$ cat src/rtl/conv_wr_pkg.sv
// Shared types and helpers for the convolution result writer.
// Holds the write FSM encoding, the 4KB page size and the burst-length calculation.
package conv_wr_pkg;

   typedef enum logic [1:0] {StIdle, StWait, StBurst, StDone} wr_state_e;

   localparam int unsigned BOUNDARY_4K = 4096;

   // Beats for the next burst: limited by MAX_BURST, the words still owed and the 4KB page end.
   function automatic logic [15:0] calc_blen(input logic [11:0]  addr_lo,
                                             input logic [15:0]  left,
                                             input int unsigned  max_burst,
                                             input int unsigned  bytes_per_word);
      int unsigned to_4k;
      int unsigned len;
      to_4k = (BOUNDARY_4K - 32'(addr_lo)) / bytes_per_word;
      len   = max_burst;
      if (32'(left) < len) len = 32'(left);
      if (to_4k < len) len = to_4k;
      return len[15:0];
   endfunction

endpackage

$ cat src/rtl/conv_result_writer_if.sv
// Write-burst bus between the result writer (master) and external memory (slave).
// addr/len describe the whole burst; wdata/wstrb carry the current beat.
interface conv_result_writer_if #(
   parameter int unsigned DATA_W     = 32,
   parameter int unsigned AXI_ADDR_W = 32
);
   logic                  valid;
   logic [AXI_ADDR_W-1:0] addr;
   logic [DATA_W-1:0]     wdata;
   logic [DATA_W/8-1:0]   wstrb;
   logic [7:0]            len;
   logic                  ready;
   logic                  last;

   modport master (output valid, addr, wdata, wstrb, len, input ready, last);
   modport slave  (input valid, addr, wdata, wstrb, len, output ready, last);
endinterface

$ cat src/rtl/conv_wr_fifo.sv
// Synchronous result FIFO with level output and synchronous clear.
// A push into a full FIFO is accepted only when a pop happens in the same cycle.
module conv_wr_fifo #(
   parameter int unsigned  DATA_W = 32,
   parameter int unsigned  DEPTH  = 16,
   localparam int unsigned PTR_W  = $clog2(DEPTH)
) (
   input  logic              i_clk,
   input  logic              i_rst_n,
   input  logic              i_clear,
   input  logic              i_push,
   input  logic              i_pop,
   input  logic [DATA_W-1:0] i_data,
   output logic [DATA_W-1:0] o_head,
   output logic              o_full,
   output logic              o_empty,
   output logic [PTR_W:0]    o_level
);

   logic [DATA_W-1:0] r_mem [DEPTH];
   logic [PTR_W:0]    r_wr_ptr;
   logic [PTR_W:0]    r_rd_ptr;
   logic              w_push;
   logic              w_pop;

   assign o_level = r_wr_ptr - r_rd_ptr;
   assign o_full  = (o_level == (PTR_W+1)'(DEPTH));
   assign o_empty = (o_level == '0);
   assign w_pop   = i_pop && !o_empty;
   assign w_push  = i_push && (!o_full || w_pop);
   assign o_head  = r_mem[r_rd_ptr[PTR_W-1:0]];

   always_ff @(posedge i_clk or negedge i_rst_n) begin
      if (!i_rst_n) begin
         r_wr_ptr <= '0;
         r_rd_ptr <= '0;
      end else if (i_clear) begin
         r_wr_ptr <= '0;
         r_rd_ptr <= '0;
      end else begin
         if (w_push) r_wr_ptr <= r_wr_ptr + (PTR_W+1)'(1);
         if (w_pop)  r_rd_ptr <= r_rd_ptr + (PTR_W+1)'(1);
      end
   end

   always_ff @(posedge i_clk) begin
      if (w_push && !i_clear) r_mem[r_wr_ptr[PTR_W-1:0]] <= i_data;
   end

endmodule

$ cat src/rtl/conv_result_writer.sv
// Samples the convolution result stream on a delay/period schedule, shifts and clamps it,
// buffers it and writes it out as bursts that never cross a 4KB page.
module conv_result_writer
   import conv_wr_pkg::*;
#(
   parameter int unsigned DATA_W     = 32,
   parameter int unsigned AXI_ADDR_W = 32,
   parameter int unsigned FIFO_DEPTH = 16,
   parameter int unsigned MAX_BURST  = 16
) (
   input  logic                  i_clk,
   input  logic                  i_rst_n,
   input  logic                  i_run,
   output logic                  o_done,
   input  logic [DATA_W-1:0]     i_in0,
   input  logic [AXI_ADDR_W-1:0] i_ext_addr,
   input  logic [15:0]           i_amount,
   input  logic [9:0]            i_period,
   input  logic [31:0]           i_delay0,
   input  logic [4:0]            i_shift,
   input  logic                  i_relu,
   output logic                  o_overflow,
   conv_result_writer_if.master  databus
);

   localparam int unsigned LVL_W = $clog2(FIFO_DEPTH) + 1;
   localparam int unsigned BYTES = DATA_W / 8;

   // Capture side
   logic [31:0]                r_delay_cnt;
   logic [9:0]                 r_period;
   logic [15:0]                r_cap_left;
   logic                       r_cap_active;
   logic [4:0]                 r_shift;
   logic                       r_relu;
   logic                       r_stage_vld;
   logic [DATA_W-1:0]          r_stage_data;
   logic                       r_overflow;
   logic                       w_sample;
   logic signed [DATA_W-1:0]   w_shifted;
   logic [DATA_W-1:0]          w_result;

   // Write side
   wr_state_e                  r_state;
   wr_state_e                  w_state_d;
   logic [15:0]                r_wr_left;
   logic [15:0]                w_wr_left_d;
   logic [AXI_ADDR_W-1:0]      r_next_addr;
   logic [AXI_ADDR_W-1:0]      r_burst_addr;
   logic [7:0]                 r_len;
   logic                       r_zero_job;
   logic                       w_pop;
   logic                       w_drop;
   logic                       w_full;
   logic                       w_empty;
   logic [LVL_W-1:0]           w_level;
   logic [15:0]                w_level_ext;
   logic [15:0]                w_blen;
   logic [15:0]                w_beats;
   logic [DATA_W-1:0]          w_head;
   logic                       w_cap_done;
   logic                       w_burst_start;

   assign w_sample  = r_cap_active && (r_delay_cnt <= 32'd1);
   assign w_shifted = $signed(i_in0) >>> r_shift;
   assign w_result  = (r_relu && w_shifted[DATA_W-1]) ? '0 : w_shifted;

   always_ff @(posedge i_clk or negedge i_rst_n) begin
      if (!i_rst_n) begin
         r_delay_cnt  <= '0;
         r_period     <= 10'd1;
         r_cap_left   <= '0;
         r_cap_active <= 1'b0;
         r_shift      <= '0;
         r_relu       <= 1'b0;
         r_stage_vld  <= 1'b0;
         r_stage_data <= '0;
      end else if (i_run) begin
         r_delay_cnt  <= i_delay0;
         r_period     <= (i_period == '0) ? 10'd1 : i_period;
         r_cap_left   <= i_amount;
         r_cap_active <= (i_amount != '0);
         r_shift      <= i_shift;
         r_relu       <= i_relu;
         r_stage_vld  <= 1'b0;
      end else begin
         r_stage_vld <= w_sample;
         if (w_sample) r_stage_data <= w_result;
         if (w_sample) begin
            r_delay_cnt  <= {22'd0, r_period};
            r_cap_left   <= r_cap_left - 16'd1;
            r_cap_active <= (r_cap_left != 16'd1);
         end else if (r_cap_active) begin
            r_delay_cnt <= r_delay_cnt - 32'd1;
         end
      end
   end

   conv_wr_fifo #(
      .DATA_W (DATA_W),
      .DEPTH  (FIFO_DEPTH)
   ) u_fifo (
      .i_clk   (i_clk),
      .i_rst_n (i_rst_n),
      .i_clear (i_run),
      .i_push  (r_stage_vld),
      .i_pop   (w_pop),
      .i_data  (r_stage_data),
      .o_head  (w_head),
      .o_full  (w_full),
      .o_empty (w_empty),
      .o_level (w_level)
   );

   assign w_pop       = (r_state == StBurst) && databus.ready;
   // Dropped samples still count as captured, so they come off the write budget.
   assign w_drop      = r_stage_vld && w_full && !w_pop;
   assign w_wr_left_d = r_wr_left - {15'd0, w_pop} - {15'd0, w_drop};
   assign w_level_ext = 16'(w_level);
   assign w_blen      = calc_blen(r_next_addr[11:0], r_wr_left, MAX_BURST, BYTES);
   assign w_beats     = (w_level_ext >= w_blen) ? w_blen : w_level_ext;
   assign w_cap_done  = !r_cap_active && !r_stage_vld;

   always_ff @(posedge i_clk or negedge i_rst_n) begin
      if (!i_rst_n) r_state <= StIdle;
      else          r_state <= w_state_d;
   end

   always_comb begin
      w_state_d = r_state;
      unique case (r_state)
         StIdle:  w_state_d = StIdle;
         StWait: begin
            if (r_wr_left == '0) begin
               w_state_d = StDone;
            end else if (w_level_ext >= w_blen || (w_cap_done && !w_empty)) begin
               w_state_d = StBurst;
            end
         end
         StBurst: begin
            if (databus.ready && databus.last) w_state_d = (w_wr_left_d == '0) ? StDone : StWait;
         end
         StDone:  w_state_d = StIdle;
         default: w_state_d = StIdle;
      endcase
      // A new run always wins, aborting whatever job is in flight.
      if (i_run) w_state_d = (i_amount != '0) ? StWait : StIdle;
   end

   assign w_burst_start = (r_state == StWait) && (w_state_d == StBurst);

   always_ff @(posedge i_clk or negedge i_rst_n) begin
      if (!i_rst_n) begin
         r_wr_left    <= '0;
         r_next_addr  <= '0;
         r_burst_addr <= '0;
         r_len        <= '0;
         r_overflow   <= 1'b0;
         r_zero_job   <= 1'b0;
      end else begin
         r_zero_job <= i_run && (i_amount == '0);
         if (i_run) begin
            r_wr_left   <= i_amount;
            r_next_addr <= i_ext_addr;
            r_overflow  <= 1'b0;
         end else begin
            r_wr_left <= w_wr_left_d;
            if (w_pop)  r_next_addr <= r_next_addr + AXI_ADDR_W'(BYTES);
            if (w_drop) r_overflow  <= 1'b1;
         end
         if (w_burst_start) begin
            r_burst_addr <= r_next_addr;
            r_len        <= 8'(w_beats - 16'd1);
         end
      end
   end

   always_comb begin
      databus.valid = 1'b0;
      databus.addr  = '0;
      databus.len   = '0;
      databus.wdata = '0;
      databus.wstrb = '0;
      o_done        = 1'b0;
      unique case (r_state)
         StIdle:  o_done = !r_zero_job;
         StBurst: begin
            databus.valid = 1'b1;
            databus.addr  = r_burst_addr;
            databus.len   = r_len;
            databus.wdata = w_head;
            databus.wstrb = '1;
         end
         default: ;
      endcase
   end

   assign o_overflow = r_overflow;

endmodule

$ cat src/flat_wrapper.sv
// flat-port wrapper written by rule: the top's interface ports become plain ports
module conv_result_writer_flat import conv_wr_pkg::*;
#(
   parameter int unsigned DATA_W     = 32,
   parameter int unsigned AXI_ADDR_W = 32,
   parameter int unsigned FIFO_DEPTH = 16,
   parameter int unsigned MAX_BURST  = 16
)
  (i_clk, i_rst_n, i_run, o_done, i_in0, i_ext_addr, i_amount, i_period, i_delay0, i_shift, i_relu, o_overflow, databus_valid, databus_addr, databus_wdata, databus_wstrb, databus_len, databus_ready, databus_last);
  conv_result_writer_if #(.DATA_W(DATA_W), .AXI_ADDR_W(AXI_ADDR_W)) databus_i ();
  input  logic i_clk;
  input  logic i_rst_n;
  input  logic i_run;
  output logic o_done;
  input  logic [DATA_W-1:0] i_in0;
  input  logic [AXI_ADDR_W-1:0] i_ext_addr;
  input  logic [15:0] i_amount;
  input  logic [9:0] i_period;
  input  logic [31:0] i_delay0;
  input  logic [4:0] i_shift;
  input  logic i_relu;
  output logic o_overflow;
  output wire logic [$bits(databus_i.valid)-1:0] databus_valid;
  output wire logic [$bits(databus_i.addr)-1:0] databus_addr;
  output wire logic [$bits(databus_i.wdata)-1:0] databus_wdata;
  output wire logic [$bits(databus_i.wstrb)-1:0] databus_wstrb;
  output wire logic [$bits(databus_i.len)-1:0] databus_len;
  input wire logic [$bits(databus_i.ready)-1:0] databus_ready;
  input wire logic [$bits(databus_i.last)-1:0] databus_last;
  assign databus_valid = databus_i.valid;
  assign databus_addr = databus_i.addr;
  assign databus_wdata = databus_i.wdata;
  assign databus_wstrb = databus_i.wstrb;
  assign databus_len = databus_i.len;
  assign databus_i.ready = databus_ready;
  assign databus_i.last = databus_last;
  conv_result_writer #(.DATA_W(DATA_W), .AXI_ADDR_W(AXI_ADDR_W), .FIFO_DEPTH(FIFO_DEPTH), .MAX_BURST(MAX_BURST)) u_core (.i_clk(i_clk), .i_rst_n(i_rst_n), .i_run(i_run), .o_done(o_done), .i_in0(i_in0), .i_ext_addr(i_ext_addr), .i_amount(i_amount), .i_period(i_period), .i_delay0(i_delay0), .i_shift(i_shift), .i_relu(i_relu), .o_overflow(o_overflow), .databus(databus_i));
endmodule
$ cat config.mk
export PLATFORM = sky130hd
export DESIGN_NAME = conv_result_writer_flat
export DESIGN_NICKNAME = d
export VERILOG_FILES = /design/src/rtl/conv_wr_pkg.sv /design/src/rtl/conv_result_writer_if.sv /design/src/rtl/conv_wr_fifo.sv /design/src/rtl/conv_result_writer.sv /design/src/flat_wrapper.sv
export SDC_FILE = /design/constraint.sdc
export NUM_CORES = 1
export LEC_CHECK = 0
export BUFFER_PORTS_ARGS = -buffer_cell sky130_fd_sc_hd__clkbuf_2
export CORE_UTILIZATION = 38
export DETAILED_ROUTE_END_ITERATION = 10
export PLACE_DENSITY = 0.58
export SLEW_MARGIN = 10
export SYNTH_ARGS = -nofsm -noshare
export SYNTH_HDL_FRONTEND = slang
export SYNTH_SLANG_ARGS = --single-unit
$ cat constraint.sdc
create_clock -name i_clk -period 5.4 [get_ports i_clk]
set_input_delay 1.08 -clock i_clk [delete_from_list [all_inputs] [get_ports i_clk]]
set_output_delay 1.08 -clock i_clk [all_outputs]
set_load 0.01 [all_outputs]
=== Yosys cells after proc, flatten, opt, wreduce, memory -nomap -nowiden ===
Memory sizes are Yosys's and may differ from the RTL's.
Cells that the tools add are included.

* Output and inout bits: 79
* Word-level logic and storage cells: 114
* Bits in registers: 200
* Input bits: 133
* Bits in writable memories: 512
* Memories kept: 1

* Eq/ne operators: 6
* Multiplexer cells: 37
* $add $sub $neg: 10
* $lt $le $gt $ge: 4
* Reduce and logical (&&, ||, !) cells: 37
* Shifts and indexed selects: 1
* Bitwise operators: 1

{| class="wikitable"
|+ Memories
! memory !! words !! bits a word !! rd ports !! clocked after Yosys merged registers in !! write ports !! line !! source
|-
| u_core.u_fifo.r_mem || 16 || 32 || 1 || 0 || 1 || conv_wr_fifo.sv:20 || <nowiki>logic [DATA_W-1:0] r_mem [DEPTH];</nowiki>
|}

{| class="wikitable"
|+ Operator list
! operator !! number
|-
| $mux W32 || 8
|-
| $mux W16 || 5
|-
| $logic_not A16 Y1 || 3
|-
| $add A32 B3 Y32 const B || 1
|-
| $le A32 B1 Y1 const B || 1
|-
| $sshr A32 B5 Y32 || 1
|-
| $sub A16 B1 Y16 || 2
|-
| $sub A32 B1 Y32 const B || 1
|-
| $lt A30 B16 Y1 || 1
|-
| $mux W5 || 4
|-
| $ge A5 B16 Y1 || 1
|-
| $lt A16 B5 Y1 const B || 1
|-
| $mux W8 || 2
|-
| $ne A16 B1 Y1 const B || 1
|-
| $reduce_bool A16 Y1 || 1
|-
| $sub A16 B1 Y16 const B || 1
|-
| $sub A13 B12 Y14 const A || 1
|-
| $logic_and A1 B1 Y1 || 13
|-
| $add A5 B1 Y5 const B || 2
|-
| $logic_not A10 Y1 || 1
|-
| $mux W1 || 10
|-
| $mux W10 || 1
|-
| $mux W2 || 5
|-
| $reduce_bool A2 Y1 || 5
|-
| other kinds (15) || 24
|}

=== Logic depth before layout (Yosys ltp) ===
* Depth after elaboration: 12
* Gate-level depth with buffers: 25
* Mapped depth without buffers: 24

=== Hierarchy ===
A second synthesis with hierarchy kept.

* Cells, all modules: 2188
* Area, all modules: 32545.0 µm²

{| class="wikitable"
|+ By module, submodules not included
! module !! times used !! cells each !! area an instance (µm²) !! sequential area each (µm²)
|-
| conv_wr_fifo || 1 || 824 || 20125.6 || 15625.0
|-
| conv_result_writer || 1 || 1364 || 12419.4 || 4755.8
|}

=== Least setup slack after synthesis ===
Ideal clock, no wire load.

* Kind: reg2reg
* From: reg u_core.r_next_addr[5]
* To: reg u_core.r_len[4]
* Path buffers: 2
* Arrival: 5.183 ns
* Cell stages (with the launch flop): 24
* Setup slack: 0.130 ns
* Clock period less this slack: 5.270 ns
* Library setup time: 0.087 ns
* Data required time: 5.313 ns
* Cell sequence: dfrtp_1 -> buf_2 -> nor3_1 -> nand3_1 -> or3_1 -> xor2_1 -> ha_1 -> nand4_1 -> or2_2 -> o211ai_1 -> nor2_1 -> a21o_1 -> ha_1 -> nand2b_1 -> a211oi_1 -> o31ai_1 -> o21ai_0 -> clkbuf_1 -> a22oi_1 -> ha_1 -> nor2b_1 -> o21ai_0 -> xnor2_1 -> o211ai_1

* Cells in the longest elaborated chain, start to end: 11
* Elaborated cells between the ends (all ways): 13
* Classes of those cells: add/sub: 2; order compare: 2; eq/ne: 1; mux: 6; reduce/logical: 2

{| class="wikitable"
|+ Ends and longest elaborated chain
! what !! line !! source
|-
| start: declaration || conv_result_writer.sv:48 || <nowiki>logic [AXI_ADDR_W-1:0] r_next_addr;</nowiki>
|-
| start signal: assignment || conv_result_writer.sv:164 || <nowiki>r_next_addr <= i_ext_addr;</nowiki>
|-
| start signal: assignment || conv_result_writer.sv:168 || <nowiki>if (w_pop) r_next_addr <= r_next_addr + AXI_ADDR_W'(BYTES);</nowiki>
|-
| $sub A13 B12 Y14 * || conv_wr_pkg.sv:16 || <nowiki>to_4k = (BOUNDARY_4K - 32'(addr_lo)) / bytes_per_word;</nowiki>
|-
| $lt A30 B16 Y1 || conv_wr_pkg.sv:19 || <nowiki>if (to_4k < len) len = to_4k;</nowiki>
|-
| $mux W16 * || conv_wr_pkg.sv:19 ||
|-
| $ge A5 B16 Y1 || conv_result_writer.sv:121, conv_result_writer.sv:136 ||
|-
| $logic_or A1 B1 Y1 || conv_result_writer.sv:136 || <nowiki>end else if (w_level_ext >= w_blen || (w_cap_done && !w_empty)) begin</nowiki>
|-
| $mux W2 || conv_result_writer.sv:136 ||
|-
| $mux W2 || conv_result_writer.sv:134 || <nowiki>if (r_wr_left == '0) begin</nowiki>
|-
| $pmux W2 S3 || conv_result_writer.sv:131 || <nowiki>unique case (r_state)</nowiki>
|-
| $mux W2 || conv_result_writer.sv:147 || <nowiki>if (i_run) w_state_d = (i_amount != '0) ? StWait : StIdle;</nowiki>
|-
| $eq A2 B2 Y1 || conv_result_writer.sv:150 || <nowiki>assign w_burst_start = (r_state == StWait) && (w_state_d == StBurst);</nowiki>
|-
| $logic_and A1 B1 Y1 || conv_result_writer.sv:150 ||
|-
| end signal: assignment || conv_result_writer.sv:173 || <nowiki>r_len <= 8'(w_beats - 16'd1);</nowiki>
|-
| end: declaration || conv_result_writer.sv:50 || <nowiki>logic [7:0] r_len;</nowiki>
|}

Every way passes the cells marked *; elsewhere a longest branch is shown, timed or not.
A chain may end at the register's enable or synchronous reset.

=== Worst setup path in the final report ===
* From: reg u_core.r_next_addr[6]
* To: reg u_core.r_len[4]

Same word-level chain as after synthesis.

==> results.yml <==
critical_path:
  crit_required_ns: 5.94
  crit_path_max_fanout: 6
  crit-reg2reg-capture: "u_core.r_len[4]"
  rr_startpoint: "u_core.r_next_addr[6]"
  startpoint: "u_core.r_next_addr[6]"
  slowest_delay_ns: 0.45
  cp_cell_sequence: "nor3_1 -> nand3_1 -> or3_1 -> xor2_1 -> ha_1 -> nand4_1 -> or2_2 -> o211a_1 -> a211oi_1 -> a21o_1 -> ha_1 -> nand2b_1 -> a211oi_1 -> o31ai_2 -> buf_4 -> a22oi_1 -> ha_1 -> nor2b_1 -> o21ai_0 -> xnor2_1 -> o211ai_1"
  r2r_cells: 21
  crit_arrival_ns: 5.73
  critPathSlowestCell: "dfrtp_1"
  path_common_cell: "ha_1"
  cp-endpoint: "u_core.r_len[4]"
  reg2reg_slack_ns: 0.21
  end_kind: "flip-flop"
  critPathLaunchType: "flip-flop"
  critPathKind: "flip-flop to flip-flop"
routing:
  ant_nets: 0
  drt_pass1_iterations: 5
  drc: 0
  drt_iter0_markers: 1412
  via_count: 19500
  avgRoutedWirePerCell_um: 22.4
  wl_um: 80100
  vias_per_cell: 5.46
global_route:
  grt_pass1_vias: 20200
  grt_max_degree: 94
  antenna_found_initial: 3
  grt_usage_pct: 18.9
  grt_remaining_overflow: 0
  grt_pass1_wl_um: 123000
timing:
  finalHoldViolCount: 0
  maxSlewViolCount: 0
  setup_viol: 0
  worst_pin_slew_ns: 1.26
  max_slew_margin_pct: 16.3
  fin_ws_ns: 0.207
  fin_tns_setup_ns: 0
  finalCriticalPeriod_ns: 5.19
  rsz0062_at_grt: "yes"
  period_share_pct: 96.2
  max_freq_ghz: 0.193
  clock_skew_ns: 0.0323
place:
  dp_hpwl_um: 48700
  place_ws_ns: 0.0856
  io_buffers: 211
  dp.cells: 3427
  place.gp.congestion: 0.825
die:
  die_w_um: 293
  start_util_pct: 38.4
  fp.dieArea_um2: 85900
  die_h_um: 293
  rows: 106
  ios: 212
  coreArea_um2: 83800
cts:
  cts_tree: "done"
  ctsRootBufferMaster: "clkbuf_16"
  clk_pin_slew_ns: 0.06
  clkSinkCount: 712
  clock_path_buffers: 3
  cts_buffers: 78
  clock_latency_ns: 0.63
  htree_num_levels: 3
  cts_hold_buf: 0
pwr:
  power_density_nw_per_um2: 329
  p_leak_nw: 14.3
  peakVddDrop_uv: 202
synthesis:
  synth-adder-area-share_pct: 1.42
  async_flop_share_pct: 28.1
  synth_top_cells_by_count: "512 x edfxtp_1, 199 x dfrtp_1, 190 x mux4_2, 174 x nand2_1, 135 x o21ai_0"
  syn_area_um2: 32200
  yosys_warnings: 0
  synth_cell_type_count: 80
  synthMuxAreaShare_pct: 16.7
  yosysTopAreaCell: "edfxtp_1"
  postSynthAreaPerCell_um2: 15.0
  synthFlopType: "edfxtp_1"
  yosys.area_share.simple_pct: 8.63
  ys_seq_elements: 712
  ys_top_cells_by_area: "edfxtp_1 48%, dfrtp_1 15%, mux4_2 13%"
  yosysTopAreaCellShare_pct: 47.7
  synth_edf_count: 512
  synth_most_common_cell: "edfxtp_1"
  ys_seq_area_share_pct: 63.3
  synth_compound_gate_area_share_pct: 5.65
  synth_top_family_by_area: "multiplexers"
  syn_inst: 2149
  synth_xor_area_share_pct: 2.20
finish:
  antenna_cells: 0
  syn_to_final_growth_pct: 16.0
  fin_util_pct: 44.6
  fin_cells: 3569
  drive_above_1_share_pct: 29.0
  layout.nets: 2545
hold_path:
  hold_class: "primary input to asynchronous set/reset pin"
outcome:
  status: "finished clean"
flow_run:
  maxCapViolations: 0
worst min-delay path by stage:
stage	startpoint	depth (start not counted)	slack (ns)	endpoint
after detailed placement	u_core.r_burst_addr[23]	1	0.49	u_core.r_burst_addr[23]
after CTS	i_rst_n	1	0.48	u_core.r_next_addr[14]
final	i_rst_n	1	0.45	u_core.r_next_addr[14]
after floorplan	u_core.r_len[4]	2	0.47	u_core.r_len[4]
after global placement	u_core.r_burst_addr[18]	1	0.48	u_core.r_burst_addr[18]
after global routing	i_rst_n	1	0.49	u_core.r_next_addr[14]
timing repair:
| action | 4_1_cts | 5_1_grt |
|---|---|---|
| pin swaps | 0 | 3 |
| buffers inserted | 0 | 3 |
| hold endpoints to repair | 0 | 0 |
| gates resized for setup | 2 | 10 |
| setup endpoints to repair | 2 | 41 |
power breakdown:
group          total (mW)  switching (mW)  leakage, nW  internal (mW)
registers            6.22           0.198         8.12           6.03
clock network        5.23            2.23         1.24           3.00
logic               0.822           0.427         4.96          0.395
through the flow:
step	hold WS [ns]	cell area [um2]	power, mW
2_1_floorplan	0.466	32200	6.83
5_1_grt	0.495	37400	12.7
6_report	0.447	37400	12.3
3_3_place_gp	0.483	34800	7.12
4_1_cts	0.480	37300	12.4
3_5_place_dp	0.487	34800	7.15
flip-flops by register name, summed over array words and instances, names as in the netlist, 10 cells and up:
signal               count
u_core.u_fifo.r_mem    512
u_core.r_burst_addr     32
u_core.r_delay_cnt      32
u_core.r_next_addr      32
u_core.r_stage_data     32
u_core.r_cap_left       16
u_core.r_wr_left        16
u_core.r_period         10
cell usage in the layout, fill, tap and decap left out, types with 7 or more instances in the layout:
cell       count
inv_1         36
a211oi_1      23
clkbuf_2     209
buf_4         58
clkinv_2      18
edfxtp_1     512
xnor2_1       31
mux4_2       190
or3_1         15
nor3_1        41
dfrtp_1      195
o21ai_0      134
nor2_4        17
clkbuf_1       9
nand2b_1       7
nand4_1       19
nand3_1       29
clkinv_1      19
nor2b_1       10
nand2_1      173
mux2_2        77
a21oi_1       73
nor4_1        22
nor2_1        88
and2_1        79
and3_1         7
mux2i_1       22
xor2_1        50
clkbuf_16     78
ha_1          35
routing by layer:
layer	GRT usage (%)	wire length (um)	share of wire, %	vias up
li1	-	-	-	8709
met1	26.0	34800	43	10100
met2	31.0	39300	49	541
met3	3.13	4380	5.5	112
met4	4.81	1620	2.0	2
met5	0	11	0.014	-
worst max-delay path, delay by kind of cell, from the launching register on:
kind                     cells  cell delay [ns]
AO/OA/AOI/OAI                8             1.83
flip-flops                   1             0.45
XOR/XNOR                     2             0.31
buffers and inverters        1             0.17
adder cells (fa/ha/maj)      3             0.80
AND/OR/NAND/NOR              7             1.53
cell families (layout without fill, tap and decap cells):
logic type | count (synthesis) | in the layout
AO/OA/AOI/OAI | 307 | 307
XOR/XNOR | 81 | 81
adder cells (fa/ha/maj) | 36 | 36
buffers and inverters | 170 | 451
flip-flops | 712 | 712
multiplexers | 289 | 289
other | 1 | 6
AND/OR/NAND/NOR | 553 | 553
layout make-up:
class                           count  area (um2)
Sequential cell                   712       20400
Fill cell                        7544       46500
Tap cell                         1134        1420
Clock buffer                       89        2010
Clock inverter                     50         510
Inverter                           41         154
Multi-Input combinational cell   1272       11300
Timing Repair Buffer              271        1540
Note: power is estimated with default switching activity, not from simulation.
